### src/rtl/io_bus_arbiter.sv
// Shares the single IO bus master port between NUM_MASTERS requesters, one transaction at a time.
// Round-robin by default; define IO_ARB_FIXED_PRIO_EN for fixed priority (master 0 highest).
module io_bus_arbiter #(
  parameter int NUM_MASTERS  = 2,
  parameter int NUM_IO_CORES = 3
) (
  input  logic                                       clk,
  input  logic                                       rst,
  input  logic [NUM_MASTERS-1:0]                     req_valid,
  input  logic [NUM_MASTERS-1:0]                     req_wr,
  input  logic [NUM_MASTERS-1:0][NUM_IO_CORES-1:0]   req_cs,
  input  logic [NUM_MASTERS-1:0][31:0]               req_address,
  input  logic [NUM_MASTERS-1:0][31:0]               req_wr_data,
  output logic [NUM_MASTERS-1:0]                     req_gnt,
  output logic [NUM_MASTERS-1:0]                     rsp_valid,
  output logic [31:0]                                rsp_rd_data,
  output logic                                       io_bus_m_rd_en,
  output logic                                       io_bus_m_wr_en,
  output logic [NUM_IO_CORES-1:0]                    io_bus_m_cs,
  output logic [31:0]                                io_bus_m_address,
  output logic [31:0]                                io_bus_m_wr_data,
  input  logic [31:0]                                io_bus_m_rd_data
);

  localparam int MW = (NUM_MASTERS > 1) ? $clog2(NUM_MASTERS) : 1;

  typedef enum logic [1:0] {IDLE, ISSUE, RESP} state_t;

  state_t        state, state_nxt;
  logic [MW-1:0] win;
  logic [MW-1:0] cur_m;
  logic          any_req;
  logic          gnt_ok;

`ifdef IO_ARB_FIXED_PRIO_EN
  // Descending scan so the lowest requesting index is the last writer.
  always_comb begin
    win     = '0;
    any_req = 1'b0;
    for (int i = NUM_MASTERS - 1; i >= 0; i--) begin
      if (req_valid[MW'(i)]) begin
        win     = MW'(i);
        any_req = 1'b1;
      end
    end
  end
`else
  logic [MW-1:0] rr_ptr;
  logic [MW-1:0] idx;

  always_comb begin
    win     = '0;
    any_req = 1'b0;
    idx     = '0;
    for (int k = 0; k < NUM_MASTERS; k++) begin
      idx = MW'((int'(rr_ptr) + k) % NUM_MASTERS);
      if (!any_req && req_valid[idx]) begin
        win     = idx;
        any_req = 1'b1;
      end
    end
  end

  always_ff @(posedge clk or negedge rst) begin
    if (!rst)
      rr_ptr <= '0;
    else if (gnt_ok)
      rr_ptr <= (win == MW'(NUM_MASTERS - 1)) ? '0 : win + 1'b1;
  end
`endif

  // Grant is a same-cycle pulse, held off while reset is asserted.
  assign gnt_ok = rst && (state == IDLE) && any_req;

  always_comb begin
    req_gnt = '0;
    if (gnt_ok) req_gnt[win] = 1'b1;
  end

  always_comb begin
    state_nxt = state;
    case (state)
      IDLE:    if (any_req) state_nxt = ISSUE;
      ISSUE:   state_nxt = io_bus_m_rd_en ? RESP : IDLE;
      RESP:    state_nxt = IDLE;
      default: state_nxt = IDLE;
    endcase
  end

  always_ff @(posedge clk or negedge rst) begin
    if (!rst) state <= IDLE;
    else      state <= state_nxt;
  end

  always_ff @(posedge clk or negedge rst) begin
    if (!rst) begin
      io_bus_m_rd_en   <= 1'b0;
      io_bus_m_wr_en   <= 1'b0;
      io_bus_m_cs      <= '0;
      io_bus_m_address <= '0;
      io_bus_m_wr_data <= '0;
      cur_m            <= '0;
      rsp_valid        <= '0;
      rsp_rd_data      <= '0;
    end else begin
      io_bus_m_rd_en <= 1'b0;
      io_bus_m_wr_en <= 1'b0;
      rsp_valid      <= '0;
      // cs/address/wr_data hold between grants so they stay stable through RESP.
      if (gnt_ok) begin
        io_bus_m_rd_en   <= ~req_wr[win];
        io_bus_m_wr_en   <= req_wr[win];
        io_bus_m_cs      <= req_cs[win];
        io_bus_m_address <= req_address[win];
        io_bus_m_wr_data <= req_wr_data[win];
        cur_m            <= win;
      end
      if (state == RESP) begin
        rsp_rd_data      <= io_bus_m_rd_data;
        rsp_valid[cur_m] <= 1'b1;
      end
    end
  end

endmodule

### config.mk
export PLATFORM = sky130hd
export DESIGN_NAME = io_bus_arbiter
export DESIGN_NICKNAME = d
export VERILOG_FILES = /design/src/rtl/io_bus_arbiter.sv
export SDC_FILE = /design/constraint.sdc
export NUM_CORES = 1
export LEC_CHECK = 0
export CORE_UTILIZATION = 40
export DETAILED_ROUTE_END_ITERATION = 16
export HOLD_SLACK_MARGIN = 0.05
export PLACE_DENSITY = 0.86
export SYNTH_ARGS = -nofsm -noshare
export SYNTH_HDL_FRONTEND = slang
export SYNTH_SLANG_ARGS = --single-unit
### constraint.sdc
create_clock -name clk -period 3.2 [get_ports clk]
set_clock_uncertainty 0.15 [all_clocks]
set_input_delay 0.64 -clock clk [delete_from_list [all_inputs] [get_ports clk]]
set_output_delay 0.64 -clock clk [all_outputs]
set_load 0.05 [all_outputs]
==> flow_summary.json <==
{
  "io-pin-count": 277,
  "slew_viol_final": 0,
  "drt_iter0_drc": 158,
  "dieArea_sq_um": 11700,
  "r2r_slack_ns": 0.72,
  "crit_arrival_ns": 2.00,
  "r2r_cells": 5,
  "worstSetupEndpointType": "output port",
  "h-tree-depth": 3,
  "core_sq_um": 10900,
  "maxSlewHeadroom": 0.307,
  "yosys_warnings": 0,
  "grt_overflow": 0,
  "io_buffers": 276,
  "clock-sinks": 107,
  "worst-path-max-fanout": 27,
  "seq_power_share": 0.298,
  "path_clk_slew_ns": 0.07,
  "antenna_found_initial": 0,
  "cts_resized": 0,
  "r2r-end": "io_bus_m_address[15]$_DFFE_PN0P_",
  "rr_startpoint": "state[1]$_DFFE_PN0P_",
  "p_int_mw": 3.98,
  "rsz0062_at_grt": "false",
  "num_antenna_cells": 0,
  "register_area_sq_um": 2680,
  "multi_input_area_sq_um": 1670,
  "ys_seq_area_frac": 0.593,
  "synth_area_sq_um": 4510,
  "pwr-share-clk": 0.155,
  "nets": 762,
  "area_delta_synth_final_pct": 70.1,
  "fin_crit_ns": 2.79,
  "crit_type": "in -> out",
  "finalSetupViolations": 0,
  "start_util": 0.413,
  "cts_root_buf": "clkbuf_16",
  "drtPass1Iterations": 4,
  "syn_area_per_cell_sq_um": 13.8,
  "critPathLaunchType": "input pin",
  "synth_nets": 500,
  "fin_crit_sh": 0.871,
  "layout-drive-gt1-share": 0.108,
  "fin_total_pwr_mw": 7.21,
  "crit_required_ns": 2.41,
  "clock_path_buffers": 2,
  "fmax_mhz": 359,
  "grt_pass1_vias": 4209,
  "post_drt_via_cell_ratio": 5.54,
  "cellPowerDensity_nw_per_um2": 938,
  "hold_buffers": 0,
  "via_count": 4069,
  "die_w_um": 108,
  "drc_errors": 0,
  "place.gp.congestion": 0.743,
  "layout_common_cells": "clkdlybuf4s50_1 (273), dfrtp_1 (107), a21boi_0 (67), a221o_1 (67), mux2_2 (32)",
  "min_path_type": "in -> async",
  "status": "complete, no violations",
  "cts_buffers": 9,
  "leakagePower_nw": 3.16,
  "max_cap_violations": 0,
  "wl_per_cell_um": 19.2,
  "post-cts-setup-buffers": 0,
  "netlist_instances": 328,
  "irDropWorstVdd_mv": 0.708,
  "track_usage": 0.241,
  "tightest_slew_ns": 1.04,
  "swShare": 0.447,
  "worst_skew_pair.late_latency_ns": 0.34,
  "setup_tns_ns": 0,
  "ant_nets": 0,
  "grt_pass1_wl_um": 21600,
  "tritoncts": "built",
  "routed_wl_um": 14100,
  "rows": 38,
  "grt_max_degree": 83,
  "pwr-share-comb": 0.547,
  "final_common_cell": "clkdlybuf4s50_1",
  "switching_power_mw": 3.22,
  "dpl.hpwl_um": 10100,
  "finalHoldViolCount": 0,
  "nFillCells": 763,
  "ys_types": 24,
  "ys_seq_elements": 107,
  "die_height_um": 108
}
[final cells by class]
| cell class | instances | area share |
|---|---|---|
| clock buffer | 9 | 0.0293 |
| clock inverter | 7 | 0.00994 |
| sequential | 107 | 0.349 |
| multi-input combinational | 185 | 0.217 |
| timing repair buffer | 285 | 0.371 |
| tap | 140 | 0.0228 |
| inverter | 2 | 0.000978 |
[registers in the layout, summed over array words and instances (netlist names)]
signal            count
cur_m                 1
io_bus_m_address     32
io_bus_m_cs           3
io_bus_m_rd_en        1
io_bus_m_wr_data     32
io_bus_m_wr_en        1
rr_ptr                1
rsp_rd_data          32
rsp_valid             2
state                 2
[worst max-delay path by stage]
stage	start	to	slack [ns]	cells past startpoint
after floorplan	rst	req_gnt[1]	0.86	3
after detailed placement	req_valid[1]	io_bus_m_address[28]$_DFFE_PN0P_	0.40	5
after global routing	req_valid[1]	req_gnt[0]	0.34	4
final	req_valid[1]	req_gnt[0]	0.41	4
after CTS	req_valid[1]	req_gnt[0]	0.41	4
after global placement	req_valid[1]	req_gnt[0]	0.45	4
[critical path, stage by stage]
cell and delay (ns):
clkdlybuf4s50_1 0.46, nand2_1 0.09, and3_2 0.58, buf_12 0.22
[metal layers]
metal  global-route usage  vias up  wire, um
met2                0.421      224      7070
met5                    0        -         0
li1                     -     1799         -
met1                0.275     2003      5330
met3               0.0573       43      1170
met4                0.118        0       553
[per-stage QoR]
step	hold WS [ns]	setup WS, ns	utilization	area (sq um)	instances
floorplan	0.194	0.859	-	4510	328
global placement	0.299	0.451	0.675	7380	719
detailed placement	0.304	0.404	0.675	7380	719
CTS	0.133	0.406	0.702	7680	735
global route	0.148	0.339	0.702	7680	735
finish	0.134	0.413	0.702	7680	735
[logic make-up after synthesis]
family	Yosys count	share of synthesized area
compound gates	138	0.266
flops	107	0.593
buf+inv	36	0.0385
mux	32	0.0798
simple gates	15	0.0227
[synth_stat cells]
cell type  number  area share
a21boi_0       67        0.11
a221o_1        67        0.15
inv_1           2      0.0017
a21oi_1         1      0.0011
a21o_1          2      0.0033
nor2b_1         1      0.0014
o21ai_0         1      0.0011
nor3b_2         1      0.0028
buf_2          18       0.020
and3b_1         1      0.0019
clkbuf_1       12       0.010
nand2b_1        1      0.0014
nor3b_4         1      0.0042
buf_4           2      0.0033
and3_1          1      0.0014
nand3b_1        1      0.0017
clkbuf_2        1      0.0011
dfrtp_1       107        0.59
nor3b_1         1      0.0017
or2_1           1      0.0014
nand2_1         3      0.0025
nor2_1          3      0.0025
mux2_2         32       0.080
buf_6           1      0.0025
[power groups by stage]
stage	clock network, mW	registers (mW)	logic [mW]
after floorplan	0	3.91	0.711
after global placement	0	2.14	3.89
after detailed placement	0	2.16	3.96
after CTS	1.14	2.15	3.97
after global routing	1.20	2.21	4.10
final	1.11	2.15	3.94
(Power assumes the default switching activity.)
